===== src/rtl/lectura_operandos_sincronizada.sv =====
// ----------------------------------------------------------------------------
// lectura_operandos_sincronizada
//
// Operand read stage for the multiplier datapath. The raw operand switches
// and the start button are brought into the reloj domain. The button is
// debounced, and on each debounced press both operands are captured and
// offered to the multiplier under a valid/ready handshake.
//
// Parameters
//   ANCHO           operand width in bits (>=1)
//   CICLOS_ESTABLE  cycles the synchronised button must disagree with the
//                   debounced level before that level flips (>=1)
//
// Ports
//   reloj                  in   clock, rising edge
//   reinicio               in   asynchronous active-high reset
//   operandoEntradaA/B     in   raw switch operands (asynchronous)
//   iniciarMultiplicacion  in   raw start button, active-high, bouncy
//   listoMultiplicador     in   multiplier ready (handshake ready)
//   operandoSalidaA/B      out  captured operands
//   banderaValida          out  captured operands valid (handshake valid)
//   ledOperandoA/B         out  switches differ from captured operand
//   banderaDescartado      out  sticky flag: a press arrived while busy
// ----------------------------------------------------------------------------
module lectura_operandos_sincronizada #(
    parameter int ANCHO          = 4,
    parameter int CICLOS_ESTABLE = 4
) (
    input  logic             reloj,
    input  logic             reinicio,
    input  logic [ANCHO-1:0] operandoEntradaA,
    input  logic [ANCHO-1:0] operandoEntradaB,
    input  logic             iniciarMultiplicacion,
    input  logic             listoMultiplicador,
    output logic [ANCHO-1:0] operandoSalidaA,
    output logic [ANCHO-1:0] operandoSalidaB,
    output logic             banderaValida,
    output logic             ledOperandoA,
    output logic             ledOperandoB,
    output logic             banderaDescartado
);

    // Counter must hold 0..CICLOS_ESTABLE-1; keep at least one bit.
    localparam int            CW         = (CICLOS_ESTABLE > 1) ? $clog2(CICLOS_ESTABLE) : 1;
    localparam logic [CW-1:0] CUENTA_MAX = CW'(CICLOS_ESTABLE - 1);

    typedef enum logic {
        REPOSO = 1'b0,
        VALIDO = 1'b1
    } estado_t;

    // ------------------------------------------------------------------
    // Two-flop synchronisers, one pair per operand bit.
    // ------------------------------------------------------------------
    logic [ANCHO-1:0] w_sinc_a;
    logic [ANCHO-1:0] w_sinc_b;

    genvar gi;
    generate
        for (gi = 0; gi < ANCHO; gi++) begin : g_sinc
            logic r_meta_a;
            logic r_meta_b;
            logic r_sinc_a;
            logic r_sinc_b;

            always_ff @(posedge reloj or posedge reinicio) begin
                if (reinicio) begin
                    r_meta_a <= 1'b0;
                    r_meta_b <= 1'b0;
                    r_sinc_a <= 1'b0;
                    r_sinc_b <= 1'b0;
                end else begin
                    r_meta_a <= operandoEntradaA[gi];
                    r_meta_b <= operandoEntradaB[gi];
                    r_sinc_a <= r_meta_a;
                    r_sinc_b <= r_meta_b;
                end
            end

            assign w_sinc_a[gi] = r_sinc_a;
            assign w_sinc_b[gi] = r_sinc_b;
        end
    endgenerate

    // ------------------------------------------------------------------
    // Button synchroniser and debouncer.
    // ------------------------------------------------------------------
    logic          r_btn_meta;
    logic          r_btn_sinc;
    logic [CW-1:0] r_cuenta;
    logic          r_nivel_deb;
    logic          r_nivel_deb_q;
    logic          w_inicio;

    always_ff @(posedge reloj or posedge reinicio) begin
        if (reinicio) begin
            r_btn_meta    <= 1'b0;
            r_btn_sinc    <= 1'b0;
            r_cuenta      <= '0;
            r_nivel_deb   <= 1'b0;
            r_nivel_deb_q <= 1'b0;
        end else begin
            r_btn_meta    <= iniciarMultiplicacion;
            r_btn_sinc    <= r_btn_meta;
            r_nivel_deb_q <= r_nivel_deb;
            if (r_btn_sinc != r_nivel_deb) begin
                // Disagreement must persist CICLOS_ESTABLE cycles in a row;
                // the level flips on the last of them.
                if (r_cuenta == CUENTA_MAX) begin
                    r_nivel_deb <= ~r_nivel_deb;
                    r_cuenta    <= '0;
                end else begin
                    r_cuenta <= r_cuenta + 1'b1;
                end
            end else begin
                r_cuenta <= '0;
            end
        end
    end

    // One-cycle pulse on each debounced press; releases produce nothing.
    assign w_inicio = r_nivel_deb & ~r_nivel_deb_q;

    // ------------------------------------------------------------------
    // Capture / handshake FSM.
    // ------------------------------------------------------------------
    estado_t          r_estado;
    estado_t          w_estado_next;
    logic [ANCHO-1:0] r_op_a;
    logic [ANCHO-1:0] r_op_b;
    logic [ANCHO-1:0] w_op_a_next;
    logic [ANCHO-1:0] w_op_b_next;
    logic             r_valida;
    logic             w_valida_next;
    logic             r_descartado;
    logic             w_descartado_next;
    logic             r_led_a;
    logic             r_led_b;

    always_ff @(posedge reloj or posedge reinicio) begin
        if (reinicio) begin
            r_estado     <= REPOSO;
            r_op_a       <= '0;
            r_op_b       <= '0;
            r_valida     <= 1'b0;
            r_descartado <= 1'b0;
            r_led_a      <= 1'b0;
            r_led_b      <= 1'b0;
        end else begin
            r_estado     <= w_estado_next;
            r_op_a       <= w_op_a_next;
            r_op_b       <= w_op_b_next;
            r_valida     <= w_valida_next;
            r_descartado <= w_descartado_next;
            // Compare against the currently held operands, so the LEDs
            // trail the switches by one cycle.
            r_led_a      <= (w_sinc_a != r_op_a);
            r_led_b      <= (w_sinc_b != r_op_b);
        end
    end

    always_comb begin
        w_estado_next     = r_estado;
        w_op_a_next       = r_op_a;
        w_op_b_next       = r_op_b;
        w_valida_next     = r_valida;
        w_descartado_next = r_descartado;

        case (r_estado)
            REPOSO: begin
                // listoMultiplicador is deliberately ignored here.
                if (w_inicio) begin
                    w_op_a_next   = w_sinc_a;
                    w_op_b_next   = w_sinc_b;
                    w_valida_next = 1'b1;
                    w_estado_next = VALIDO;
                end
            end
            VALIDO: begin
                if (listoMultiplicador) begin
                    // Transfer: operands are kept, only valid drops.
                    w_valida_next = 1'b0;
                    w_estado_next = REPOSO;
                end
                // A press while busy (even on the transfer edge) is lost.
                if (w_inicio) begin
                    w_descartado_next = 1'b1;
                end
            end
            default: begin
                w_estado_next = REPOSO;
            end
        endcase
    end

    assign operandoSalidaA   = r_op_a;
    assign operandoSalidaB   = r_op_b;
    assign banderaValida     = r_valida;
    assign ledOperandoA      = r_led_a;
    assign ledOperandoB      = r_led_b;
    assign banderaDescartado = r_descartado;

endmodule


===== config.mk =====
export PLATFORM = sky130hd
export DESIGN_NAME = lectura_operandos_sincronizada
export DESIGN_NICKNAME = d
export VERILOG_FILES = /design/src/rtl/lectura_operandos_sincronizada.sv
export SDC_FILE = /design/constraint.sdc
export NUM_CORES = 1
export LEC_CHECK = 0
export CORE_MARGIN = 10
export CORE_UTILIZATION = 48
export DETAILED_ROUTE_END_ITERATION = 12
export GPL_TIMING_DRIVEN = 0
export PLACE_DENSITY_LB_ADDON = 0.15
export SETUP_SLACK_MARGIN = 0.4
export SYNTH_ARGS = -nofsm -noshare
export SYNTH_HDL_FRONTEND = slang
export SYNTH_SLANG_ARGS = --single-unit

===== constraint.sdc =====
create_clock -name reloj -period 1.5 [get_ports reloj]
set_input_delay 0.3 -clock reloj [delete_from_list [all_inputs] [get_ports reloj]]
set_output_delay 0.3 -clock reloj [all_outputs]
set_load 0.05 [all_outputs]

Word-level counts from Yosys, hierarchy flattened
Index checks and enable logic that the tools add are counted.

Register bits after elaboration: 35. Input port bits: 12. Output and inout bits: 12. Word-level logic and storage cells: 51.

Add/sub/neg operators: 1. Eq/ne operators: 6. Mux-type cells: 8. Bitwise gates (word level): 4. Reduce and logical (&&, ||, !) cells: 4.

Operator list (number): $ne 4x4->1 (2); $reduce_and 2->1 (4); $mux 1 (4); $mux 2 (2); $ne 2x2->1 const B (2); $pmux 1 s2 (2); $not 1->1 (3); $add 2x1->2 const B (1); $eq 2x2->1 const B (1); $and 1x1->1 (1); $ne 1x1->1 (1).

Depth between registers and ports, before layout
Gate-level depths: netlist of run 1.

Depth in word-level cells: 4. Depth in mapped cells: 3. Gate-level depth less buffers: 2.

Least setup slack after synthesis of run 1
Ideal clock, no wire load.

Path kind: reg2reg. Start point: register r_estado. End point: register r_op_a[0] (netlist: operandoSalidaA[0]). Arrival: 1.053 ns. Data required time: 1.375 ns. Slack: 0.323 ns. Cell stages (with the launch flop): 4. Cells stage by stage: dfrtp_1 -> nor3b_2 -> buf_6 -> mux2_2.

Cells in the longest elaborated chain, start to end: 2.

RTL lines: start: declaration (line 127) `estado_t r_estado;`; start signal: assignment (line 150) `r_estado <= w_estado_next;`; $not 1->1 (no line); $reduce_and 2->1 (no line); end signal: assignment (line 151) `r_op_a <= w_op_a_next;`; end: declaration (line 129) `logic [ANCHO-1:0] r_op_a;`.

Every way passes these cells. A chain may end at the register's enable or synchronous reset.

Worst setup path after layout of run 1
Start point: register r_op_a[1] (netlist: operandoSalidaA[1]). End point: output operandoSalidaA[1].

RTL lines: end: declaration (line 35) `output logic [ANCHO-1:0] operandoSalidaA,`.

No word-level cell between the ends.

==> results of run 1 <==
-- sequential cells by signal (all words and copies together), names as in the netlist, 2 cells and up --
name,flops
g_sinc.r_sinc_b,4
r_cuenta,2
operandoSalidaA,4
operandoSalidaB,4
g_sinc.r_sinc_a,4
g_sinc.r_meta_b,4
g_sinc.r_meta_a,4
-- synthesized netlist by cell type --
library cell	number	area [sq um]
ha_1	1	12.51
nand4_1	2	12.51
mux2_2	9	101.4
nor2b_1	1	6.260
a2bb2oi_1	1	8.760
a31o_2	1	8.760
buf_6	1	11.26
nor3_1	1	5.000
xnor2_1	9	78.83
dfrtp_1	35	875.8
inv_1	3	11.26
nor3b_2	1	12.51
a21o_2	1	8.760
-- timing repair --
item | in CTS | in global routing
buffers inserted | 10 | 4
cloned | 1 | 0
pin swaps | 1 | 1
resized for setup | 84 | 3
endpoints found under the setup margin | 55 | 22
-- power breakdown --
group	leakage, uW	internal (uW)	total (uW)	switching (uW)
logic	0.000316	958	1910	952
clock network	0.0000386	276	559	283
registers	0.000406	1180	1330	149
total	0.000760	2420	3800	1380
-- cell type report --
cell class                 instances  share of cell area (%)
sequential                        35                   53.03
timing repair buffer              38                   21.44
multi-input combinational         27                   17.65
clock buffer                       8                   4.167
tap                               28                   2.121
inverter                           3                  0.9091
buffer                             1                  0.6818
-- cells by family (layout without fill, tap and decap cells) --
kind of cell,count (synthesis),after routing
buf+inv,4,50
compound gates,3,3
fa+ha+maj,1,1
xor+xnor,9,9
mux,9,9
simple gates,5,5
flops,35,35
-- routing by layer --
| layer | vias to the layer above | global-route usage (%) | share of wire (%) |
|---|---|---|---|
| li1 | 306 | - | - |
| met1 | 320 | 9.091 | 41 |
| met2 | 21 | 12.80 | 47 |
| met3 | 6 | 6.277 | 9.8 |
| met4 | 0 | 4.656 | 2.0 |
| met5 | - | 0 | 0 |
-- worst min-delay path by stage --
stage / start / endpoint / slack [ns]
CTS: g_sinc[3].r_meta_b / g_sinc[3].r_sinc_b / 0.35
floorplan: g_sinc[0].r_meta_a / g_sinc[0].r_sinc_a / 0.33
global route: g_sinc[3].r_meta_a / g_sinc[3].r_sinc_a / 0.36
detailed placement: g_sinc[3].r_meta_a / g_sinc[3].r_sinc_a / 0.34
finish: g_sinc[3].r_meta_b / g_sinc[3].r_sinc_b / 0.35
global placement: g_sinc[2].r_meta_b / g_sinc[2].r_sinc_b / 0.33
-- through the flow --
step                      TNS [ns]  hold slack, ns  worst slack, ns
after floorplan                  0          0.3312           0.3448
after global placement      -10.57          0.3320          -0.3024
after detailed placement    -10.62          0.3355          -0.3045
after CTS                        0          0.3538           0.1561
after global routing             0          0.3640           0.1677
final                            0          0.3512           0.2473
==> reports/qor.yml, run 1 <==
power_and_ir_drop:
  leakagePower_uw: 0.0007602
  vdd_drop_max_mv: 1.533
  power_density_nw_per_um2: 2302
  finalPower_uw: 3802
sta:
  setup_violations: 0
  fin_crit_sh_pct: 83.51
  timing.fmax_mhz: 798.3
  layout_min_cycle_time_ns: 1.253
  slew_violations: 0
  rsz0062_at_grt: "true"
  max_slew_margin_pct: 53.04
  finalHoldViolCount: 0
  worst_pin_slew_ns: 0.7029
  clock_skew_ns: 0.004777
global_routing:
  grt_pass1_vias: 729
  overflow: 0
  grt_max_degree: 36
  antenna_found_initial: 0
  grt_pass1_wl_mm: 3.298
  grt.total_usage_pct: 8.766
hold_path:
  min_path_cells: 0
  hold_path_class: "reg -> reg"
place:
  post_dp_cell_area_sq_um: 1449
  gp_congestion: 0.6474
  dp_hpwl_mm: 1.240
  dpl.cell_count: 117
  port_buffers: 23
setup_path:
  path_cells: "buf_4"
  crit_end: "operandoSalidaA[1]"
  crit_arrival_ns: 0.95
  critPathRequiredTime_ns: 1.20
  crit_type: "reg -> out"
  r2r_end: "operandoSalidaA[2]"
  regToRegStartpoint: "r_nivel_deb_q"
  worstPathBufferInverterCount: 1
  cp_top_family: "flip-flops"
  cp_num_cells: 1
  worst_path_max_delay_cell: "dfrtp_1"
  slowest_delay_ns: 0.42
  end_kind: "output pin"
  cp_max_fo: 3
  critPathLaunchType: "register"
  ff2ff_path_depth: 3
  setup.worst_path.start: "operandoSalidaA[1]"
  rrSetupSlack_ns: 0.25
synth:
  avgSynthCellArea_sq_um: 17.48
  syn_inst: 66
  yosys-mux-area-fraction_pct: 8.785
  synthSimpleGateAreaFrac_pct: 3.145
  synth_top_family_by_area: "multiplexers"
  synthesis.nets: 79
  synth.distinct_cells: 13
  seq_area_frac_synth_pct: 75.92
  synth_warnings: 0
  synth_xor_area_share_pct: 6.833
  ys_seq_elements: 35
  netlist_area_sq_um: 1154
  synth_compound_area_share_pct: 2.278
  synth_fa_ha_area_share_pct: 1.085
floorplan:
  rows: 17
  die_w_um: 69.03
  boundaryPins: 24
  coreArea_sq_um: 2255
  die_area_sq_um: 4764
  dieHeight_um: 69.03
  start_util_pct: 51.17
route:
  route.vias.total: 653
  drc: 0
  wl_per_cell_um: 13.66
  drtIter0Drc: 31
  ant_nets: 0
  routed_wl_mm: 1.913
  routed_via_density: 4.664
  first_pass_iters: 2
job:
  max_cap_viol_count: 0
cells_and_area:
  seq_area_sq_um: 875.8
  final_util_pct: 73.25
  nFillCells: 156
  fin_nets: 124
  drive_gt1_share_pct: 43.75
  diodes: 0
  multi_input_area_sq_um: 291.5
  final_cell_mix: "dfrtp_1, buf_4, buf_6, clkdlybuf4s50_1, xnor2_1"
  final_area_sq_um: 1652
  stdcell_count: 140
  area_growth_pct: 43.17
  layout_commonest_cell: "dfrtp_1"
cts:
  cts_tree: "built"
  cts-htree-levels: 2
  cts_buffers: 5
  clk_pin_slew_ns: 0.10
  cts_root_buf: "clkbuf_4"
  insertion_delay_ns: 0.33
  cts_sinks: 35
  hold_buffers: 0
  clockBufferDepth: 2
outcome:
  outcome: "finished, final reports clean"
Power figures use the tool's default switching activity.
==> run 2, diff against run 1 <==
Clock period 1.5 ns to 1.25 ns, I/O delays scaled along.
==> run 2 against run 1 <==
Total power increased by 26%. Final area grew 5.2%. Critical path depth up 2. Register-to-register slack got worse by 0.24 ns. Combinational power is 29% higher. Die area unchanged. Hold slack improved by 0.0031 ns. Routed wire length rose by 11%. Sequential power rose by 25%. Setup slack got worse by 0.24 ns. Cell count stayed put. Clock-buffer cell count unchanged. Largest cell class unchanged.
==> reports/qor.yml, run 2 (synthesis results as in run 1) <==
floorplan:
  rows: 17
  start_util_pct: 51.17
  coreArea_sq_um: 2255
  die_area_sq_um: 4764
  dieHeight_um: 69.03
  die_w_um: 69.03
  boundaryPins: 24
setup_path:
  crit_type: "reg -> reg"
  rrSetupSlack_ns: 0.004
  end_kind: "register"
  critPathLaunchType: "register"
  ff2ff_path_depth: 3
  cp_max_fo: 9
  crit_arrival_ns: 1.45
  r2r_end: "operandoSalidaB[0]"
  critPathRequiredTime_ns: 1.45
  regToRegStartpoint: "r_estado"
cts:
  cts_tree: "built"
  clockBufferDepth: 2
  cts_buffers: 5
  clk_pin_slew_ns: 0.09
  hold_buffers: 0
  cts_sinks: 35
  cts_root_buf: "clkbuf_4"
  cts-htree-levels: 2
  insertion_delay_ns: 0.31
route:
  route.vias.total: 651
  wl_per_cell_um: 15.14
  first_pass_iters: 2
  drtIter0Drc: 36
  routed_wl_mm: 2.119
  ant_nets: 0
  drc: 0
  routed_via_density: 4.650
power_and_ir_drop:
  power_density_nw_per_um2: 2762
  leakagePower_uw: 0.0007859
  finalPower_uw: 4797
  vdd_drop_max_mv: 1.760
cells_and_area:
  final_area_sq_um: 1737
  diodes: 0
  drive_gt1_share_pct: 49.11
  area_growth_pct: 50.54
  fin_nets: 124
  layout_commonest_cell: "dfrtp_1"
  final_cell_mix: "dfrtp_1, buf_6, clkdlybuf4s50_1, mux2_4, buf_4"
sta:
  fin_setup_tns_ns: 0
  worst_slack_ns: 0.003680
  timing.fmax_mhz: 802.4
  worst_pin_slew_ns: 0.3718
  finalHoldViolCount: 0
  max_slew_margin_pct: 75.16
  slew_violations: 0
  layout_min_cycle_time_ns: 1.246
  fin_crit_sh_pct: 99.71
  rsz0062_at_grt: "true"
  clock_skew_ns: 0.007694
  setup_violations: 0
place:
  dp_hpwl_mm: 1.280
  port_buffers: 23
  dp_slack_ns: -0.1995
  gp_congestion: 0.6476
  post_dp_cell_area_sq_um: 1458
global_routing:
  grt.total_usage_pct: 9.054
  antenna_found_initial: 0
  grt_max_degree: 19
  grt_pass1_vias: 747
  overflow: 0
  grt_pass1_wl_mm: 3.560
hold_path:
  hold_path_class: "reg -> reg"
  min_path_cells: 0
  hp-start: "g_sinc[3].r_meta_a"
  holdPathEnd: "g_sinc[3].r_sinc_a"
job:
  max_cap_viol_count: 0
outcome:
  outcome: "finished, final reports clean"
## run 2: changes by cell type in the layout (fill, tap and decap cells not counted), sizes merged
cell and change:
buf -1, clkinvlp +1
## run 2: what timing repair did
item	4_1_cts	5_1_grt
resized for setup	86	14
endpoints found under the setup margin	27	45
setup buffers	11	3
pin swaps	0	3
cloned	1	0
## run 2: report_power, final
group | leakage [uW] | switching, uW | internal, uW
sequential | 0.000404 | 234 | 1430
combinational | 0.000343 | 1180 | 1290
clock | 0.0000386 | 330 | 331
## run 2: worst max-delay path by stage
stage | startpoint | to | slack (ns) | depth (start not counted)
2_1_floorplan | r_estado | operandoSalidaA[0] | 0.09 | 3
3_3_place_gp | operandoSalidaA[2] | operandoSalidaA[2] | -0.20 | 1
3_5_place_dp | operandoSalidaA[2] | operandoSalidaA[2] | -0.20 | 1
4_1_cts | r_estado | operandoSalidaB[0] | 0.005 | 3
5_1_grt | r_estado | operandoSalidaB[0] | -0.07 | 3
6_report | r_estado | operandoSalidaB[0] | 0.004 | 3
## run 2: per-layer routing
| metal | wire (um) | part of all wire [%] | global-route usage, % | vias to the layer above |
|---|---|---|---|---|
| met3 | 127 | 6.0 | 5.136 | 2 |
| met5 | 0 | 0 | 0 | - |
| li1 | - | - | - | 311 |
| met1 | 850 | 40 | 10.26 | 324 |
| met4 | 19 | 0.90 | 2.882 | 0 |
| met2 | 1121 | 53 | 14.01 | 14 |
## run 2: per-stage QoR
step / util [%] / hold slack [ns] / instances
final: 77.03 / 0.3543 / 140
after global routing: 77.03 / 0.3380 / 140
after CTS: 73.09 / 0.3298 / 137
after detailed placement: 64.65 / 0.3347 / 117
after global placement: 64.65 / 0.3323 / 117
after floorplan: - / 0.1970 / 66
## run 2: final cells by class
class	instances	area [sq um]
inverters	3	15.01
well taps	28	35.03
multi-input cells	27	340.3
clock buffers	8	68.82
flip-flops and latches	35	878.3
repair inverters	1	7.507
plain buffers	1	11.26
repair buffers	37	380.4
fillers	144	518.0
## run 2: worst max-delay path, stage by stage, from the launching register on
cell     delay (ns)
dfrtp_1        0.43
nor3b_2        0.20
buf_6          0.19
mux2_4         0.32
==> run 3, diff against run 2 <==
Settings changed: CORE_ASPECT_RATIO set to 0.8.
==> run 3 against run 2 <==
The flow now finishes with violations (setup timing). Clock-buffer cell count decreased by 1. Maximum frequency is 3.0% lower. Largest cell class unchanged. Sequential power hardly changed.
==> reports/qor.yml, run 3 (synthesis results as in run 1) <==
cells_and_area:
  area_growth_pct: 54.12
  final_area_sq_um: 1778
  final_cell_mix: "dfrtp_1, buf_6, clkdlybuf4s50_1, mux2_4, xnor2_2"
  final_util_pct: 80.28
  stdcell_count: 138
  layout_commonest_cell: "dfrtp_1"
  diodes: 0
  drive_gt1_share_pct: 53.10
  fin_nets: 125
place:
  port_buffers: 23
  dpl.cell_count: 114
  post_dp_cell_area_sq_um: 1454
  gp_congestion: 0.6708
  dp_hpwl_mm: 1.334
sta:
  max_slew_margin_pct: 74.45
  clock_skew_ns: 0.008613
  setup_violations: 8
  timing.fmax_mhz: 778.3
  layout_min_cycle_time_ns: 1.285
  worst_slack_ns: -0.03478
  worst_hold_slack_ns: 0.3342
  fin_crit_sh_pct: 102.8
  rsz0062_at_grt: "true"
  worst_pin_slew_ns: 0.3824
  finalHoldViolCount: 0
  slew_violations: 0
power_and_ir_drop:
  leakagePower_uw: 0.0008137
  power_density_nw_per_um2: 2767
  finalPower_uw: 4920
  vdd_drop_max_mv: 1.401
setup_path:
  worst_path_max_delay_cell: "dfrtp_1"
  cp_max_fo: 9
  critPathRequiredTime_ns: 1.46
  crit_type: "reg -> reg"
  cp_top_family: "flip-flops"
  path_cells: "nor3b_2 > buf_6 > mux2_4"
  end_kind: "register"
  critPathLaunchType: "register"
  slowest_delay_ns: 0.43
  crit_arrival_ns: 1.50
  worstPathBufferInverterCount: 1
outcome:
  outcome: "finished with violations"
  violations: "setup timing"
floorplan:
  dieHeight_um: 63.85
  boundaryPins: 24
  rows: 15
  die_w_um: 74.81
  start_util_pct: 52.09
  die_area_sq_um: 4777
  coreArea_sq_um: 2215
route:
  first_pass_iters: 2
  ant_nets: 0
  route.vias.total: 671
  routed_wl_mm: 2.296
  wl_per_cell_um: 16.64
  routed_via_density: 4.862
  drc: 0
  drtIter0Drc: 34
cts:
  insertion_delay_ns: 0.33
  cts_root_buf: "clkbuf_4"
  clk_pin_slew_ns: 0.10
  cts_sinks: 35
  cts_tree: "built"
  hold_buffers: 0
  cts-htree-levels: 2
  cts_buffers: 5
  clockBufferDepth: 2
global_routing:
  antenna_found_initial: 0
  grt_pass1_wl_mm: 3.360
  overflow: 0
  grt_max_degree: 36
  grt.total_usage_pct: 9.724
  grt_pass1_vias: 710
hold_path:
  hold_path_class: "in -> async"
job:
  max_cap_viol_count: 0
==> run 3: cell count changes in the layout (fill, tap and decap cells not counted) <==
cell      delta
xnor2_2      +4
xnor2_1      -4
buf_6        +5
clkinv_2     +1
buf_4        -4
clkbuf_8     -2
nor2b_1      -1
nor2b_4      +1
clkbuf_1     +1
==> run 3: final timing paths <==
kind | startpoint | endpoint | slack (ns) | cells after the start
max in group asynchronous | reinicio | banderaDescartado | 0.64 | 2
max reg2reg | r_estado | operandoSalidaB[1] | -0.03 | 3
min in group reloj | g_sinc[0].r_meta_a | g_sinc[0].r_sinc_a | 0.35 | 0
min | reinicio | g_sinc[0].r_sinc_a | 0.33 | 2
min reg2reg | g_sinc[0].r_meta_a | g_sinc[0].r_sinc_a | 0.35 | 0
max | r_estado | operandoSalidaB[1] | -0.03 | 3
==> run 3: cell type report <==
type	instances	area, sq um
Inverter	3	15.01
Clock buffer	7	45.04
Fill cell	113	436.7
Buffer	1	11.26
Sequential cell	35	878.3
Tap cell	25	31.28
Multi-Input combinational cell	27	377.9
Clock inverter	1	5.005
Timing Repair inverter	1	7.507
Timing Repair Buffer	38	406.6
==> run 3: per-layer routing <==
metal  vias up  global-route usage (%)  part of all wire (%)
met5         -                       0                     0
met4         0                   6.368                   1.7
met3         5                   4.938                   6.9
met2        23                   14.46                    51
met1       328                   10.67                    41
li1        315                       -                     -
==> run 3: power by group <==
group | total [uW] | internal [uW] | leakage, uW | switching [uW]
Sequential | 1670 | 1430 | 0.000404 | 248
Clock | 555 | 219 | 0.0000293 | 336
Combinational | 2690 | 1440 | 0.000380 | 1250
Total | 4920 | 3080 | 0.000814 | 1840
==> run 3: timing repair <==
action / in CTS / in global routing
pin swaps: 3 / 6
buffers inserted: 9 / 6
gates resized for setup: 94 / 16
setup endpoints to repair: 26 / 62
gates cloned: 0 / 1
==> run 3: per-stage QoR <==
| stage | TNS, ns | setup WS (ns) |
|---|---|---|
| 2_1_floorplan | 0 | 0.09483 |
| 3_3_place_gp | -1.969 | -0.2014 |
| 3_5_place_dp | -2.073 | -0.2234 |
| 4_1_cts | 0 | 0.007291 |
| 5_1_grt | -0.6411 | -0.07716 |
| 6_report | -0.1835 | -0.03478 |
